==> config.mk <==
export PLATFORM = sky130hd
export DESIGN_NAME = led_chaser
export DESIGN_NICKNAME = d
export VERILOG_FILES = /design/src/rtl/led_chaser.sv
export SDC_FILE = /design/constraint.sdc
export NUM_CORES = 1
export LEC_CHECK = 0
export CAP_MARGIN = 20
export CORE_UTILIZATION = 45
export CTS_CLUSTER_SIZE = 16
export DETAILED_ROUTE_END_ITERATION = 10
export HOLD_SLACK_MARGIN = 0.05
export SYNTH_ARGS = -nofsm -noshare
export SYNTH_HDL_FRONTEND = slang
export SYNTH_SLANG_ARGS = --single-unit
export TNS_END_PERCENT = 1
==> constraint.sdc <==
create_clock -name clk -period 2.4 [get_ports clk]
set_clock_uncertainty 0.05 [all_clocks]
set_input_delay 0.48 -clock clk [delete_from_list [all_inputs] [get_ports clk]]
set_output_delay 0.48 -clock clk [all_outputs]
set_load 0.03 [all_outputs]
==> src/rtl/led_chaser.sv <==
// LED chaser: a single lit LED walks forward, backward or ping-pongs across
// N_LED outputs, or all LEDs blink together. One step every
// (T_STEP >> speed) clock cycles while enabled; tick pulses for one cycle
// on every step. Reset forces a lamp test (all LEDs lit).
module led_chaser #(
    parameter int N_LED  = 4,
    parameter int T_STEP = 50_000_000,
    parameter int CNT_W  = 26,
    localparam int PW    = (N_LED > 1) ? $clog2(N_LED) : 1
) (
    input  logic             clk,
    input  logic             rst,
    input  logic             en,
    input  logic [1:0]       mode,
    input  logic [1:0]       speed,
    output logic [N_LED-1:0] led,
    output logic [PW-1:0]    pos,
    output logic             tick
);

    typedef enum logic [1:0] {
        MODE_FWD   = 2'b00,
        MODE_REV   = 2'b01,
        MODE_PING  = 2'b10,
        MODE_BLINK = 2'b11
    } mode_e;

    // Pattern for pos 0: only the MSB lit; higher pos shifts it right.
    localparam logic [N_LED-1:0] LED_ONE = N_LED'(1);
    localparam logic [N_LED-1:0] LED_MSB = LED_ONE << (N_LED - 1);
    localparam logic [PW-1:0]    POS_MAX = PW'(N_LED - 1);
    localparam logic [PW-1:0]    POS_ONE = PW'(1);

    logic [CNT_W-1:0] cnt_q, cnt_d;
    logic [PW-1:0]    pos_q, pos_d;
    logic             dir_q, dir_d;   // 0 = up, 1 = down (ping-pong only)
    logic             ph_q, ph_d;     // blink phase, 1 = lit
    logic             tick_q, tick_d;
    logic [N_LED-1:0] led_q, led_d;

    logic [31:0]      period_m1;
    logic             step;
    mode_e            mode_s;

    assign mode_s = mode_e'(mode);

    // Step timing and next-state for position, direction, phase and LEDs.
    always_comb begin
        // Compare with >= so a speed increase that leaves cnt beyond the
        // new terminal count steps on the very next cycle.
        period_m1 = (32'(T_STEP) >> speed) - 32'd1;
        step      = en && (32'(cnt_q) >= period_m1);

        cnt_d  = cnt_q;
        pos_d  = pos_q;
        dir_d  = dir_q;
        ph_d   = ph_q;
        tick_d = 1'b0;
        led_d  = led_q;

        if (en) begin
            if (step) begin
                cnt_d  = '0;
                tick_d = 1'b1;
                unique case (mode_s)
                    MODE_FWD: begin
                        pos_d = (pos_q == POS_MAX) ? '0 : pos_q + POS_ONE;
                    end
                    MODE_REV: begin
                        pos_d = (pos_q == '0) ? POS_MAX : pos_q - POS_ONE;
                    end
                    MODE_PING: begin
                        // Endpoints bounce without repeating, and a stale
                        // dir left over from another mode is fixed here.
                        if (!dir_q) begin
                            if (pos_q >= POS_MAX) begin
                                dir_d = 1'b1;
                                pos_d = POS_MAX - POS_ONE;
                            end else begin
                                pos_d = pos_q + POS_ONE;
                            end
                        end else begin
                            if (pos_q == '0) begin
                                dir_d = 1'b0;
                                pos_d = POS_ONE;
                            end else begin
                                pos_d = pos_q - POS_ONE;
                            end
                        end
                    end
                    MODE_BLINK: begin
                        ph_d = ~ph_q;
                    end
                    default: begin
                        pos_d = pos_q;
                    end
                endcase
                // A single LED has nowhere to move.
                if (N_LED == 1) begin
                    pos_d = '0;
                end
            end else begin
                cnt_d = cnt_q + CNT_W'(1);
            end

            // LEDs follow the current pos/phase/mode, one cycle behind.
            if (mode_s == MODE_BLINK) begin
                led_d = ph_q ? '1 : '0;
            end else begin
                led_d = LED_MSB >> pos_q;
            end
        end
    end

    // State registers; reset gives the lamp-test values.
    always_ff @(posedge clk or posedge rst) begin
        if (rst) begin
            cnt_q  <= '0;
            pos_q  <= '0;
            dir_q  <= 1'b0;
            ph_q   <= 1'b1;
            tick_q <= 1'b0;
            led_q  <= '1;
        end else begin
            cnt_q  <= cnt_d;
            pos_q  <= pos_d;
            dir_q  <= dir_d;
            ph_q   <= ph_d;
            tick_q <= tick_d;
            led_q  <= led_d;
        end
    end

    assign led  = led_q;
    assign pos  = pos_q;
    assign tick = tick_q;

endmodule

* Word-level counts from Yosys, hierarchy flattened *
Index checks and enable logic that the tools add are counted.

storage, ports and cells
  register bits = 35
  input bits = 7
  output and inout port bits = 7
  logic and storage cells = 40

cells by class
  $add $sub $neg = 4
  order comparisons = 2
  equal/unequal tests = 4
  shift operators = 2
  muxes and demuxes = 14
  bitwise gates (word level) = 1
  reduce and logical (&&, ||, !) cells = 7

operator list
  operator                                                                count
  26-bit by 32-bit greater-or-equal comparator with 1-bit output          1
  26-bit by 2-bit right shift with 32-bit output (first input constant)   1
  32-bit by 1-bit subtractor with 32-bit output (second input constant)   1
  26-bit by 1-bit adder with 26-bit output (second input constant)        1
  26-bit 2-to-1 mux                                                       1
  2-bit 2-to-1 mux                                                        5
  3-bit AND reduction                                                     3
  4-bit 2-to-1 mux                                                        2
  2-bit equality test (second input constant)                             3
  2-bit one-hot mux with 3 select lines                                   1
  1-bit 2-to-1 mux                                                        5
  2-bit zero test                                                         2
  4-bit by 2-bit right shift with 4-bit output (first input constant)     1
  3-bit nonzero test                                                      1
  2-bit by 1-bit adder with 2-bit output (second input constant)          1
  2-bit by 1-bit equality test with 1-bit output (second input constant)  1
  2-bit greater-or-equal comparator (second input constant)               1
  2-bit by 1-bit subtractor with 2-bit output (second input constant)     1
  1-bit logical AND                                                       1
  1-bit inverter                                                          1

* Depth between registers and ports, before layout *
  depth after elaboration = 6
  mapped depth = 12
  mapped depth without buffers = 10

* Worst setup path after synthesis *
Ideal clock, no wire load.

  path kind = input to register
  start = input speed[1]
  end = register cnt_q[2]
  library setup time = 0.124 ns
  arrival time = 2.370 ns
  path slack = -0.144 ns
  stages = 10
  path buffers = 0
  path through = nor2_1 -> inv_1 -> ha_1 -> ha_1 -> nand4_1 -> o21ai_0 -> a31oi_1 -> o311ai_4 -> a2111oi_0 -> a211o_1

on the way
  cells in the longest elaborated chain, start to end = 5

RTL lines
  what                                                            line  RTL
  from (decl)                                                     15    input logic [1:0] speed,
  26-bit by 2-bit right shift with 32-bit output                  51    period_m1 = (32'(T_STEP) >> speed) - 32'd1;
  32-bit by 1-bit subtractor with 32-bit output                   51
  26-bit by 32-bit greater-or-equal comparator with 1-bit output  52    step = en && (32'(cnt_q) >= period_m1);
  1-bit logical AND                                               52
  26-bit 2-to-1 mux                                               62    if (step) begin
  to (signal assigned)                                            125   cnt_q <= cnt_d;
  to (decl)                                                       34    logic [CNT_W-1:0] cnt_q, cnt_d;

No other way between the ends.
A chain may end at the register's enable or synchronous reset.

* Final worst setup path *
  start = input speed[1]
  end = register dir_q

on the way
  cells in the longest elaborated chain, start to end = 5

RTL lines
  what                                                            line  RTL
  26-bit by 2-bit right shift with 32-bit output                  51
  32-bit by 1-bit subtractor with 32-bit output                   51
  26-bit by 32-bit greater-or-equal comparator with 1-bit output  52
  1-bit logical AND                                               52
  3-bit AND reduction (no line)                                   n/a
  to (signal assigned)                                            127   dir_q <= dir_d;
  to (decl)                                                       36    logic dir_q, dir_d;

No other way between the ends.

==> summary.txt <==
Critical path
  – Family of cells with the greatest summed delay on the critical path: compound AO/OA/AOI/OAI gates
  – Required time of the worst setup path: between 2 and 3 ns
  – Kind of critical path: input port to flop
  – List of cells traversed by the critical path: buf_2 > nor2_2 > ha_4 > ha_4 > nand4_1 > o21ai_2 > a31oi_2 > o311ai_4 > buf_4 > a211oi_1 > a41o_1
  – Top fanout value on the critical path: 6
  – Delay contributed by the slowest stage of the critical path: 0.38 ns
  – CP endpoint kind: flop
  – Buffer and inverter count on the worst path: 2
  – Cell with the most instances on the worst path: ha_4
  – Crit path launch type: input port
  – Slowest stage cell on the critical path: o311ai_4
  – Worst path arrival time: ~2.5 ns

Timing
  – Highest achievable clock rate: 430 MHz
  – Hold slack: 0.441 ns
  – Final critical-path share of the clock period: 0.969
  – RSZ-0062 raised after global routing: yes
  – Setup violations, final: 0
  – Final Hold Viols: 0
  – Final slew viol count: 0
  – Crit path time final: 2.32 ns

Power and ir drop
  – Leakage power total: 1.49 nW
  – Switching share of power: 0.289
  – Power per cell area: 487 nW/um^2
  – Worst IR Drop VDD: 0.284 mV
  – Post-layout power: 0.00147 W
  – Combinational share of power: 0.194
  – Sequential Power Share: 0.486
  – Cell Int Power: 0.00105 W
  – Net switching component of the power: 0.000425 W
  – Clk network pwr share: 0.320

Clocking
  – Total CTS buffers: 5
  – Reg clk slew, reported paths: 0.07 ns
  – Clock Latency Late Sink: 0.29 ns
  – Maximum buffer depth of the clock tree: 2
  – Clock root buffer: clkbuf_8
  – TritonCTS clock tree: done
  – Clock tree sinks: 35
  – Level count of the clock H-tree: 2

Placed design
  – PortBufs: 13
  – Detail Placement HPWL: between 3000 and 4000 um
  – Final GP Congestion: about 0.77
  – Cell Area, Placed: between 2000 and 3000 sq um

Status
  – Outcome: finished clean

Floorplanning
  – Core area: 5200 sq um
  – Number of core rows: 26
  – DIE WIDTH: 76.4 um
  – Effective utilization at floorplan: 0.479
  – # IOs: 14
  – Height of the chip: 76.4 um
  – DIE AREA: around 6000 sq um

Finish
  – Cell area after layout: 3020 sq um
  – Area of combinational cells with multiple inputs: 1570 sq um
  – Share of cells above drive strength 1: 0.201
  – Commonest cells after routing, fill and taps aside: nor2_1, dfrtp_1, ha_1, buf_4, inv_1
  – Area growth from synthesis to final layout: 21.3%
  – Diodes inserted: 0
  – Util after Layout: 0.581
  – Register cell area after layout: 882 sq um
  – Final-layout fill cell count: 473
  – Number of nets in the finished design: 338

Global routing
  – Global-route usage over all layers: 0.200
  – Pin count of the biggest net entering global routing: 36
  – Via count of the first global-routing pass: between 1500 and 2000
  – Number of antenna violations at the first check in global routing: 0
  – Global-route wire length before repair: 9230 um
  – Sum of overflow across all layers after global routing: 0

Synthesis
  – Total of flip-flops plus latches after synthesis: 35
  – Async set or reset register ratio after synthesis: 1.00
  – Number of enable flip-flop cells after synthesis: 0
  – Synthesized area per cell: 9.37 sq um
  – Count of distinct cell types in the synthesized netlist: 52
  – Cell area after synthesis: 2490 sq um
  – Nets in the synthesized netlist: between 300 and 400
  – Commonest register cell after synthesis: dfrtp_1
  – Yosys warning total: 0
  – Sequential fraction of the synthesis area: 0.354
  – Synthesized instance count: 266

Detailed routing
  – Number of DRC markers after the initial detailed-route iteration: 45
  – Post-detailed-route via-to-cell ratio: 5.30
  – Total iterations of the first detailed-routing run: 4
  – Routed via count: between 1500 and 2000
  – Remaining routing DRC violations: 0
  – Remaining antenna violation count: 0
  – Detail-routed net length per standard cell: 14.1 um
  – Total routed wirelength: 5280 um

Job
  – Max-cap viol count: 0

Min path
  – Worst min-delay path category: flop to flop
## sequential cells by signal, indices dropped and copies added, names as in the netlist
signal  flops
pos         2
led         4
cnt_q      26
tick        1
dir_q       1
ph_q        1
## Yosys cell counts (6+ instances only)
library cell  count  area share
a21oi_1          12       0.024
and3_1            9       0.023
dfrtp_1          30        0.30
ha_1             29        0.15
inv_1            19       0.029
mux2i_1           6       0.024
nand2_1          14       0.021
nand3_1          16       0.032
nand4_1           6       0.015
nor2_1           33       0.050
xnor2_1          12       0.042
xor2_1           12       0.042
## worst reg2reg max path: stages, from the launching register on
cell and delay [ns]:
dfrtp_1 0.43, ha_1 0.33, nand2_1 0.07, o21ai_2 0.21, nand3_2 0.12, o311ai_4 0.44, buf_4 0.20, a211oi_1 0.06
a41o_1 0.20
## per-stage QoR
stage	setup TNS, ns	worst slack [ns]	cells
floorplan	-0.0148	-0.0148	266
global placement	-18.06	-0.679	362
detailed placement	-20.68	-0.765	362
CTS	0	0.00292	374
global route	-0.00534	-0.00534	373
finish	0	0.0754	373
## path summary, 6_finish.rpt
kind | end | cells past startpoint | from | slack (ns)
setup / recovery | dir_q | 11 | speed[1] | 0.08
hold / removal | led[2] | 2 | led[2] | 0.44
setup reg to reg | dir_q | 8 | cnt_q[15] | 0.17
hold reg to reg | led[2] | 2 | led[2] | 0.44
max in group asynchronous | ph_q | 3 | rst | 1.42
min in group asynchronous | cnt_q[18] | 3 | rst | 0.54
## final cells by class
type,instances,share of cell area
Multi-Input combinational cell,204,0.518
Sequential cell,35,0.292
Inverter,19,0.0236
Timing Repair Buffer,37,0.104
Clock buffer,8,0.0331
Tap cell,70,0.0290
## timing repair
item,in CTS,in global routing
hold buffers,0,0
setup endpoints to repair,31,27
endpoints found under the hold margin,0,0
pin swaps,2,5
gates resized for setup,13,11
buffers inserted,3,1
gates cloned,1,0
## power by group through the flow
stage / clock network, W / registers [W] / logic (W)
after global placement: 0 / 0.000722 / 0.000266
after floorplan: 0 / 0.000716 / 0.000179
after CTS: 0.000497 / 0.000712 / 0.000278
after global routing: 0.000512 / 0.000721 / 0.000323
final: 0.000471 / 0.000715 / 0.000286
after detailed placement: 0 / 0.000722 / 0.000271
## routing by layer
| layer | share of wire | wire (um) | vias to the layer above | GRT usage |
|---|---|---|---|---|
| met2 | 0.44 | 2340 | 23 | 0.314 |
| met5 | 0 | 0 | - | 0 |
| li1 | - | - | 1005 | - |
| met1 | 0.52 | 2730 | 942 | 0.272 |
| met3 | 0.024 | 126 | 7 | 0.0395 |
| met4 | 0.015 | 77 | 0 | 0.0692 |
## cells by family after synthesis
group / count (synthesis) / share of synthesized area
and+or+nand+nor: 98 / 0.200
AOI/OAI and AO/OA: 43 / 0.131
DFF: 35 / 0.354
adders and majority gates: 30 / 0.150
buffers and inverters: 28 / 0.0527
xor gates and xnor gates: 24 / 0.0844
muxes: 6 / 0.0241
other: 2 / 0.00301
(Power assumes the default switching activity.)
